`config.mk`:
```
export PLATFORM = sky130hd
export DESIGN_NAME = program_loader
export DESIGN_NICKNAME = d
export VERILOG_FILES = /design/src/rtl/program_loader.sv
export SDC_FILE = /design/constraint.sdc
export NUM_CORES = 1
export LEC_CHECK = 0
export CORE_AREA = 2 2 106 108
export CTS_BUF_LIST = sky130_fd_sc_hd__clkbuf_4 sky130_fd_sc_hd__clkbuf_8 sky130_fd_sc_hd__clkbuf_16
export CTS_CLUSTER_DIAMETER = 150
export DETAILED_ROUTE_END_ITERATION = 6
export DIE_AREA = 0 0 108 110
export DONT_BUFFER_PORTS = 1
export PLACE_DENSITY = 0.75
export SETUP_SLACK_MARGIN = 0.3
export SLEW_MARGIN = 20
export SYNTH_ARGS = -nofsm -noshare
export SYNTH_HDL_FRONTEND = slang
export SYNTH_SLANG_ARGS = --single-unit
```
`constraint.sdc`:
```
create_clock -name CLK -period 3.25 [get_ports CLK]
set_clock_uncertainty 0.15 [all_clocks]
set_input_delay 0.65 -clock CLK [delete_from_list [all_inputs] [get_ports CLK]]
set_output_delay 0.65 -clock CLK [all_outputs]
set_load 0.005 [all_outputs]
```
`src/rtl/program_loader.sv`:
```
// program_loader: assembles the UART byte stream into 32-bit words and paces them into fetch's loader port.
// Optional trailer checksum is compiled in with PROGRAM_LOADER_CHECKSUM_EN.
module program_loader #(
  parameter int unsigned INST_MEM_WIDTH = 2,
  parameter int unsigned MIN_GAP        = 4
) (
  input  logic        CLK,
  input  logic        reset_n,
  input  logic [7:0]  rx_data,
  input  logic        rx_valid,
  output logic [31:0] input_data,
  output logic        input_valid,
  output logic        input_start,
  output logic        input_end,
  output logic        busy,
  output logic        oversize,
  output logic        overrun,
  output logic        checksum_err
);

  localparam int unsigned      GAP_W    = $clog2(MIN_GAP + 1);
  localparam logic [GAP_W-1:0] GAP_MAX  = GAP_W'(MIN_GAP);
  localparam logic [32:0]      CAPACITY = 33'(1) << INST_MEM_WIDTH;

  typedef enum logic [1:0] {
    S_HDR,
    S_DATA,
`ifdef PROGRAM_LOADER_CHECKSUM_EN
    S_CSUM,
`endif
    S_GAP_END
  } state_t;

  state_t           state;
  logic [1:0]       byte_cnt;
  logic [23:0]      shift_q;
  logic [GAP_W-1:0] gap_q;
  logic [31:0]      remaining;
  logic [31:0]      pend_word;
  logic             pend_full;
`ifdef PROGRAM_LOADER_CHECKSUM_EN
  logic [31:0]      csum_acc;
`endif

  logic        accept_c;
  logic        word_done_c;
  logic        gap_done_c;
  logic        issue_c;
  logic [31:0] new_word_c;
  logic [31:0] eff_word_c;

  // A word completing in the issue cycle bypasses (or replaces) the pending slot.
  always_comb begin
    accept_c    = rx_valid && (state != S_GAP_END);
    word_done_c = accept_c && (byte_cnt == 2'd3);
    new_word_c  = {shift_q, rx_data};
    gap_done_c  = (gap_q == GAP_MAX);
    eff_word_c  = word_done_c ? new_word_c : pend_word;
    issue_c     = (state == S_DATA) && (word_done_c || pend_full) && gap_done_c;
  end

  always_ff @(posedge CLK or negedge reset_n) begin
    if (!reset_n) begin
      state       <= S_HDR;
      byte_cnt    <= 2'd0;
      shift_q     <= 24'd0;
      gap_q       <= '0;
      remaining   <= 32'd0;
      pend_word   <= 32'd0;
      pend_full   <= 1'b0;
      input_data  <= 32'd0;
      input_valid <= 1'b0;
      input_start <= 1'b0;
      input_end   <= 1'b0;
      busy        <= 1'b0;
      oversize    <= 1'b0;
      overrun     <= 1'b0;
`ifdef PROGRAM_LOADER_CHECKSUM_EN
      csum_acc     <= 32'd0;
      checksum_err <= 1'b0;
`endif
    end else begin
      input_start <= 1'b0;
      input_end   <= 1'b0;

      if (accept_c) begin
        shift_q  <= new_word_c[23:0];
        byte_cnt <= byte_cnt + 2'd1;
      end

      // Cycles since the last start/toggle, saturating at MIN_GAP.
      if (!gap_done_c) gap_q <= gap_q + GAP_W'(1);

      case (state)
        S_HDR: begin
          if (rx_valid)                busy <= 1'b1;
          else if (byte_cnt == 2'd0)   busy <= 1'b0;
          if (word_done_c) begin
            remaining   <= new_word_c;
            input_start <= 1'b1;
            oversize    <= ({1'b0, new_word_c} > CAPACITY);
            overrun     <= 1'b0;
            pend_full   <= 1'b0;
            gap_q       <= GAP_W'(1);
`ifdef PROGRAM_LOADER_CHECKSUM_EN
            checksum_err <= 1'b0;
            csum_acc     <= 32'd0;
`endif
            state <= (new_word_c == 32'd0) ? S_GAP_END : S_DATA;
          end
        end

        S_DATA: begin
          if (word_done_c && pend_full) overrun <= 1'b1;
          if (issue_c) begin
            input_data  <= eff_word_c;
            input_valid <= ~input_valid;
            remaining   <= remaining - 32'd1;
            pend_full   <= 1'b0;
            gap_q       <= GAP_W'(1);
`ifdef PROGRAM_LOADER_CHECKSUM_EN
            csum_acc    <= csum_acc + eff_word_c;
            if (remaining == 32'd1) state <= S_CSUM;
`else
            if (remaining == 32'd1) state <= S_GAP_END;
`endif
          end else if (word_done_c) begin
            pend_word <= new_word_c;
            pend_full <= 1'b1;
          end
        end

`ifdef PROGRAM_LOADER_CHECKSUM_EN
        S_CSUM: begin
          if (word_done_c) begin
            checksum_err <= (new_word_c != csum_acc);
            state        <= S_GAP_END;
          end
        end
`endif

        S_GAP_END: begin
          if (gap_done_c) begin
            input_end <= 1'b1;
            byte_cnt  <= 2'd0;
            state     <= S_HDR;
          end
        end

        default: state <= S_HDR;
      endcase
    end
  end

`ifndef PROGRAM_LOADER_CHECKSUM_EN
  assign checksum_err = 1'b0;
`endif

endmodule

```
### Yosys cells after proc, flatten, opt, wreduce, memory -nomap -nowiden

Index checks and enable logic that the tools add are counted.

* input bits: 11
* flip-flop bits (word level): 134

* reduce and logical (&&, ||, !) cells: 19
* equal/unequal tests: 12
* multiplexer cells: 29
* bitwise gates (word level): 2
* $lt $le $gt $ge: 1
* $add $sub $neg: 3

Operators with widths (count)
* 32-bit 2-to-1 mux: 3
* 32-bit one-hot mux with 2 select lines: 1
* 32-bit by 1-bit equality test with 1-bit output, second input constant: 1
* 32-bit by 3-bit > comparator with 1-bit output, second input constant: 1
* 32-bit logical NOT: 1
* 32-bit by 1-bit subtractor with 32-bit output, second input constant: 1
* 2-bit 2-to-1 mux: 8
* 1-bit 2-to-1 mux: 10
* 3-bit 2-to-1 mux: 3
* 3-bit AND reduction: 3
* 2-bit inequality test, second input constant: 4
* 2-bit AND reduction: 4
* 2-bit one-hot mux with 3 select lines: 1
* 3-bit one-hot mux with 2 select lines: 1
* 1-bit logical AND: 5
* 2-bit equality test, second input constant: 2
* 2-bit logical NOT: 2
* 2-bit by 1-bit inequality test with 1-bit output, second input constant: 2
* 1-bit one-hot mux with 2 select lines: 2
* 4-bit AND reduction: 1
* 2-bit nonzero test: 2
* 3-bit by 1-bit adder with 3-bit output, second input constant: 1
* 3-bit equality test, second input constant: 1
* 3-bit inequality test, second input constant: 1
* 4 further kinds: 5

### Longest topological paths before layout

* depth in word-level cells: 8
* depth in mapped cells: 9

### Worst setup path after synthesis

OpenSTA, ideal clock, no wires.

* kind: reg2reg
* start: register remaining[26]
* end: register state[1]
* clock period less this slack: 2395 ps
* setup time: 87 ps
* data required time: 3013 ps
* slack: 855 ps
* stages on the path, launching flop included: 6
* arrival: 2159 ps
* path through: dfrtp_1 > or4_4 > or3_1 > or2_4 > or4_4 > o221ai_2

* longest elaborated chain between the ends: 3

Ends and longest elaborated chain
* start, declared: line 38 `logic [31:0] remaining;`
* start signal, assigned: line 99 `remaining <= new_word_c;`
* start signal, assigned: line 118 `remaining <= remaining - 32'd1;`
* 32-bit by 1-bit equality test with 1-bit output: line 125 `if (remaining == 32'd1) state <= S_GAP_END;`
* 2-bit by 1-bit inequality test with 1-bit output (no source line)
* 4-bit AND reduction (no source line)
* end signal, assigned: line 109 `state <= (new_word_c == 32'd0) ? S_GAP_END : S_DATA;`
* end, declared: line 34 `state_t state;`

No other way between the ends.
A chain may end at the register's enable or synchronous reset.

### Final worst setup path

* start: register remaining[0]
* end: register remaining[30]

* longest elaborated chain between the ends: 3

Ends and longest elaborated chain
* 32-bit by 1-bit subtractor with 32-bit output: line 118
* 32-bit 2-to-1 mux: line 115 `if (issue_c) begin`
* 32-bit one-hot mux with 2 select lines: line 94 `case (state)`

No other way between the ends. The select of a mux whose other input is x is not followed.

==> flow_summary.html <==
<table>
<tr><th>Metric</th><th>Value</th></tr>
<tr><th colspan="2">Floorplanning</th></tr>
<tr><td>Number of placement rows</td><td>38</td></tr>
<tr><td>Initial core utilization</td><td>59.5%</td></tr>
<tr><td>IO Pins</td><td>50</td></tr>
<tr><td>Die width</td><td>108 um</td></tr>
<tr><td>Height of the die</td><td>110 um</td></tr>
<tr><td>Floorplan die area</td><td>11900 um^2</td></tr>
<tr><td>Core outline area</td><td>10700 um^2</td></tr>
<tr><th colspan="2">Pwr</th></tr>
<tr><td>PwrDens</td><td>959 nW/um^2</td></tr>
<tr><td>Leak</td><td>2.84 nW</td></tr>
<tr><td>Peak supply drop</td><td>0.483 mV</td></tr>
<tr><td>Total Power</td><td>0.00677 W</td></tr>
<tr><th colspan="2">Yosys</th></tr>
<tr><td>Leading post-synthesis cells by cell area</td><td>sky130_fd_sc_hd__dfrtp_1, sky130_fd_sc_hd__mux2_2, sky130_fd_sc_hd__mux2i_1</td></tr>
<tr><td>Share of synthesized area spent on multiplexers</td><td>15.1%</td></tr>
<tr><td>Number of enable flip-flop cells after synthesis</td><td>0</td></tr>
<tr><td>Number of unique standard cell types used by synthesis</td><td>55</td></tr>
<tr><td>Xor and xnor fraction of the mapped netlist area</td><td>0.275%</td></tr>
<tr><td>Dominant combinational cell family by area after synthesis</td><td>multiplexers</td></tr>
<tr><td>Sequential element share of the synthesized area</td><td>52.7%</td></tr>
<tr><td>Area share of the largest cell type after synthesis</td><td>52.7%</td></tr>
<tr><td>Post-Synth Adder-Cell Area</td><td>1.18%</td></tr>
<tr><td>Compound-cell area share of the yosys netlist</td><td>13.7%</td></tr>
<tr><td>Number of warnings printed during yosys synthesis</td><td>0</td></tr>
<tr><td>Fraction of registers with async set or reset after synthesis</td><td>100%</td></tr>
<tr><td>Number of register bits inferred by synthesis</td><td>134</td></tr>
<tr><td>Yosys top cell by area</td><td>sky130_fd_sc_hd__dfrtp_1</td></tr>
<tr><td>Cells after synthesis</td><td>608</td></tr>
<tr><td>Synthesized Nets</td><td>625</td></tr>
<tr><td>Most used flip-flop cell after synthesis</td><td>sky130_fd_sc_hd__dfrtp_1</td></tr>
<tr><td>Simple-gate share of the synthesized area</td><td>14.0%</td></tr>
<tr><td>Most numerous cell types in the synthesized netlist</td><td>sky130_fd_sc_hd__dfrtp_1, sky130_fd_sc_hd__nand2_1, sky130_fd_sc_hd__mux2_2, sky130_fd_sc_hd__o21ai_0, sky130_fd_sc_hd__nor2_1</td></tr>
<tr><td>Synthesized area divided by synthesized cell count</td><td>10.5 um^2</td></tr>
<tr><td>Cell area after technology mapping</td><td>6360 um^2</td></tr>
<tr><td>Most common cell in the netlist</td><td>sky130_fd_sc_hd__dfrtp_1</td></tr>
<tr><th colspan="2">Outcome</th></tr>
<tr><td>Violated checks</td><td>negative hold slack</td></tr>
<tr><td>Run status</td><td>finished, violations left</td></tr>
<tr><th colspan="2">CTS</th></tr>
<tr><td>Library cell used as clock root buffer</td><td>sky130_fd_sc_hd__clkbuf_8</td></tr>
<tr><td>CTS resizes</td><td>0</td></tr>
<tr><td>Reg clk slew, reported paths</td><td>0.06 ns</td></tr>
<tr><td>Total number of H-tree levels</td><td>4</td></tr>
<tr><td>Source-to-sink clock delay at the later pin of the worst-skew pair</td><td>0.53 ns</td></tr>
<tr><td>Number of clock buffers inserted by TritonCTS</td><td>17</td></tr>
<tr><td>Number of clock sinks</td><td>134</td></tr>
<tr><td>Post-CTS repair timing setup buffer count</td><td>0</td></tr>
<tr><td>Maximum buffer depth of the clock tree</td><td>2</td></tr>
<tr><td>CTS tree</td><td>done</td></tr>
<tr><th colspan="2">Placement</th></tr>
<tr><td>DP Wirelength</td><td>9420 um</td></tr>
<tr><td>Routability cong.</td><td>0.843</td></tr>
<tr><td>Post-Place Cells</td><td>718</td></tr>
<tr><td>IO buf count</td><td>0</td></tr>
<tr><th colspan="2">Critical path</th></tr>
<tr><td>Buf+Inv Stages, Crit Path</td><td>2</td></tr>
<tr><td>CP peak stage delay</td><td>0.43 ns</td></tr>
<tr><td>Data required time at the worst endpoint</td><td>3.51 ns</td></tr>
<tr><td>Category of cells accounting for the largest share of critical-path delay</td><td>simple AND/OR/NAND/NOR gates</td></tr>
<tr><td>Startpoint types</td><td>flip-flop</td></tr>
<tr><td>Critical path peak fanout</td><td>12</td></tr>
<tr><td>CP cell instances</td><td>inv_1 &gt; ha_1 &gt; nor4b_1 &gt; nand4_1 &gt; buf_4 &gt; or2_2 &gt; o41ai_1 &gt; a21oi_1</td></tr>
<tr><td>Slowest library cell on the worst path</td><td>sky130_fd_sc_hd__dfrtp_1</td></tr>
<tr><td>Setup crit end kind</td><td>flip-flop</td></tr>
<tr><td>Arrival time at the worst endpoint</td><td>2.76 ns</td></tr>
<tr><td>Category of the critical setup timing path</td><td>flip-flop to flip-flop</td></tr>
<tr><th colspan="2">Min path</th></tr>
<tr><td>Classification of the worst-slack hold path</td><td>input port to async pin</td></tr>
<tr><th colspan="2">Global route</th></tr>
<tr><td>Antenna violations before repair</td><td>0</td></tr>
<tr><td>Wire length of the first global-routing pass</td><td>25000 um</td></tr>
<tr><td>Pin count of the biggest net entering global routing</td><td>135</td></tr>
<tr><td>Overall routing resource usage</td><td>27.6%</td></tr>
<tr><td>Leftover overflow at the end of global routing</td><td>0</td></tr>
<tr><td>Number of global-route vias before repair</td><td>4871</td></tr>
<tr><th colspan="2">Cells and area</th></tr>
<tr><td>Number of diodes</td><td>0</td></tr>
<tr><td>Post-Layout Cell Count</td><td>749</td></tr>
<tr><td>Post-layout net count</td><td>614</td></tr>
<tr><td>Growth of design area from synthesis to finish</td><td>10.8%</td></tr>
<tr><td>Proportion of layout cells with a drive suffix above 1</td><td>18.1%</td></tr>
<tr><th colspan="2">Route</th></tr>
<tr><td>Final antenna-violating net count</td><td>0</td></tr>
<tr><td>Via-per-instance ratio</td><td>6.43</td></tr>
<tr><td>Number of iterations in the first detailed-routing pass</td><td>5</td></tr>
<tr><td>Initial detailed-routing violation count</td><td>384</td></tr>
<tr><td>Total number of vias</td><td>4818</td></tr>
<tr><td>Post-route DRC violation count</td><td>0</td></tr>
<tr><td>Routed wire length</td><td>15100 um</td></tr>
<tr><td>Wire length per cell</td><td>20.1 um</td></tr>
<tr><th colspan="2">Timing</th></tr>
<tr><td>Accumulated negative setup slack</td><td>0 ns</td></tr>
<tr><td>Minimum clock period after layout</td><td>2.50 ns</td></tr>
<tr><td>Crit share post-route</td><td>76.9%</td></tr>
<tr><td>Total count of max-transition violations in the final report</td><td>0</td></tr>
<tr><td>Tightest Pin Transition</td><td>0.633 ns</td></tr>
<tr><td>FMAX</td><td>400 MHz</td></tr>
<tr><td>Worst hold slack across all endpoints</td><td>-0.346 ns</td></tr>
<tr><td>Setup repair after global routing missed its margin</td><td>no</td></tr>
<tr><td>Final setup fails</td><td>0</td></tr>
<tr><td>Fin. Hold Viols</td><td>134</td></tr>
<tr><td>Max transition margin</td><td>57.8%</td></tr>
<tr><th colspan="2">Run</th></tr>
<tr><td>Max-cap violation count</td><td>0</td></tr>
</table>
## path summary, 6_finish.rpt
| path | slack (ns) | cells past startpoint | start | to |
|---|---|---|---|---|
| worst max register to register | 0.75 | 8 | remaining[0] | remaining[30] |
| worst max-delay path | 0.75 | 8 | remaining[0] | remaining[30] |
| worst min-delay path | -0.35 | 0 | reset_n | input_data[22] |
| max in group asynchronous | 3.07 | 0 | reset_n | remaining[1] |
| min in group CLK | 0.11 | 1 | rx_valid | busy |
| worst min register to register | 0.36 | 1 | input_valid | input_valid |
## stage by stage
stage	setup WS (ns)	utilization, %	hold slack [ns]	cell area, um^2
final	0.752	65.9	-0.346	7050
after global routing	0.556	65.9	-0.357	7050
after CTS	0.773	65.9	-0.353	7050
after detailed placement	0.774	60.5	0.207	6480
after global placement	0.816	60.5	0.208	6480
after floorplan	0.855	-	0.204	6360
## registers in the layout, summed over array words and instances, names as in the netlist
register     count
input_data      32
pend_word       32
remaining       32
shift_q         24
gap_q            3
byte_cnt         2
state            2
busy             1
input_end        1
input_start      1
input_valid      1
overrun          1
oversize         1
pend_full        1
## report_power, final
| group | total (W) | switching (W) | internal, W |
|---|---|---|---|
| clock network | 0.00188 | 0.000762 | 0.00112 |
| registers | 0.00298 | 0.000648 | 0.00234 |
| logic | 0.00190 | 0.00107 | 0.000834 |
| total | 0.00677 | 0.00248 | 0.00429 |
## cells in the final DEF (no fill, tap or decap), types with 4 or more instances in the layout
cell / n
sky130_fd_sc_hd__o22a_1: 6
sky130_fd_sc_hd__nor3_1: 19
sky130_fd_sc_hd__nand4_1: 5
sky130_fd_sc_hd__a31oi_1: 9
sky130_fd_sc_hd__nor2_1: 40
sky130_fd_sc_hd__or3_1: 5
sky130_fd_sc_hd__inv_6: 4
sky130_fd_sc_hd__nor4_1: 16
sky130_fd_sc_hd__buf_4: 11
sky130_fd_sc_hd__nand3_1: 17
sky130_fd_sc_hd__o21ai_0: 55
sky130_fd_sc_hd__mux2i_1: 33
sky130_fd_sc_hd__nand2_1: 58
sky130_fd_sc_hd__ha_1: 6
sky130_fd_sc_hd__inv_1: 8
sky130_fd_sc_hd__dfrtp_1: 134
sky130_fd_sc_hd__a22oi_1: 4
sky130_fd_sc_hd__clkbuf_16: 16
sky130_fd_sc_hd__o22ai_1: 5
sky130_fd_sc_hd__a21oi_1: 36
sky130_fd_sc_hd__mux2_2: 55
sky130_fd_sc_hd__o311ai_0: 4
## layer usage
metal,track usage (%),up-vias,wire length [um]
met3,6.47,40,860
met2,47.5,187,7440
met4,10.3,0,406
li1,-,2192,-
met1,34.2,2399,6360
met5,0,-,0
## kinds of logic after synthesis
family | Yosys count
AOI/OAI and AO/OA | 143
muxes | 89
xor gates and xnor gates | 2
other | 1
DFF | 134
and+or+nand+nor | 184
adders and majority gates | 6
buffers and inverters | 49
## cell type report
class,count,area [um^2]
Inverter,8,30.0
Clock buffer,18,428
Sequential cell,134,3350
Multi-Input combinational cell,425,2840
Timing Repair Buffer,11,82.6
Fill cell,833,3650
Clock inverter,13,146
Tap cell,140,175
No activity file was read; power rests on OpenSTA's default activity.
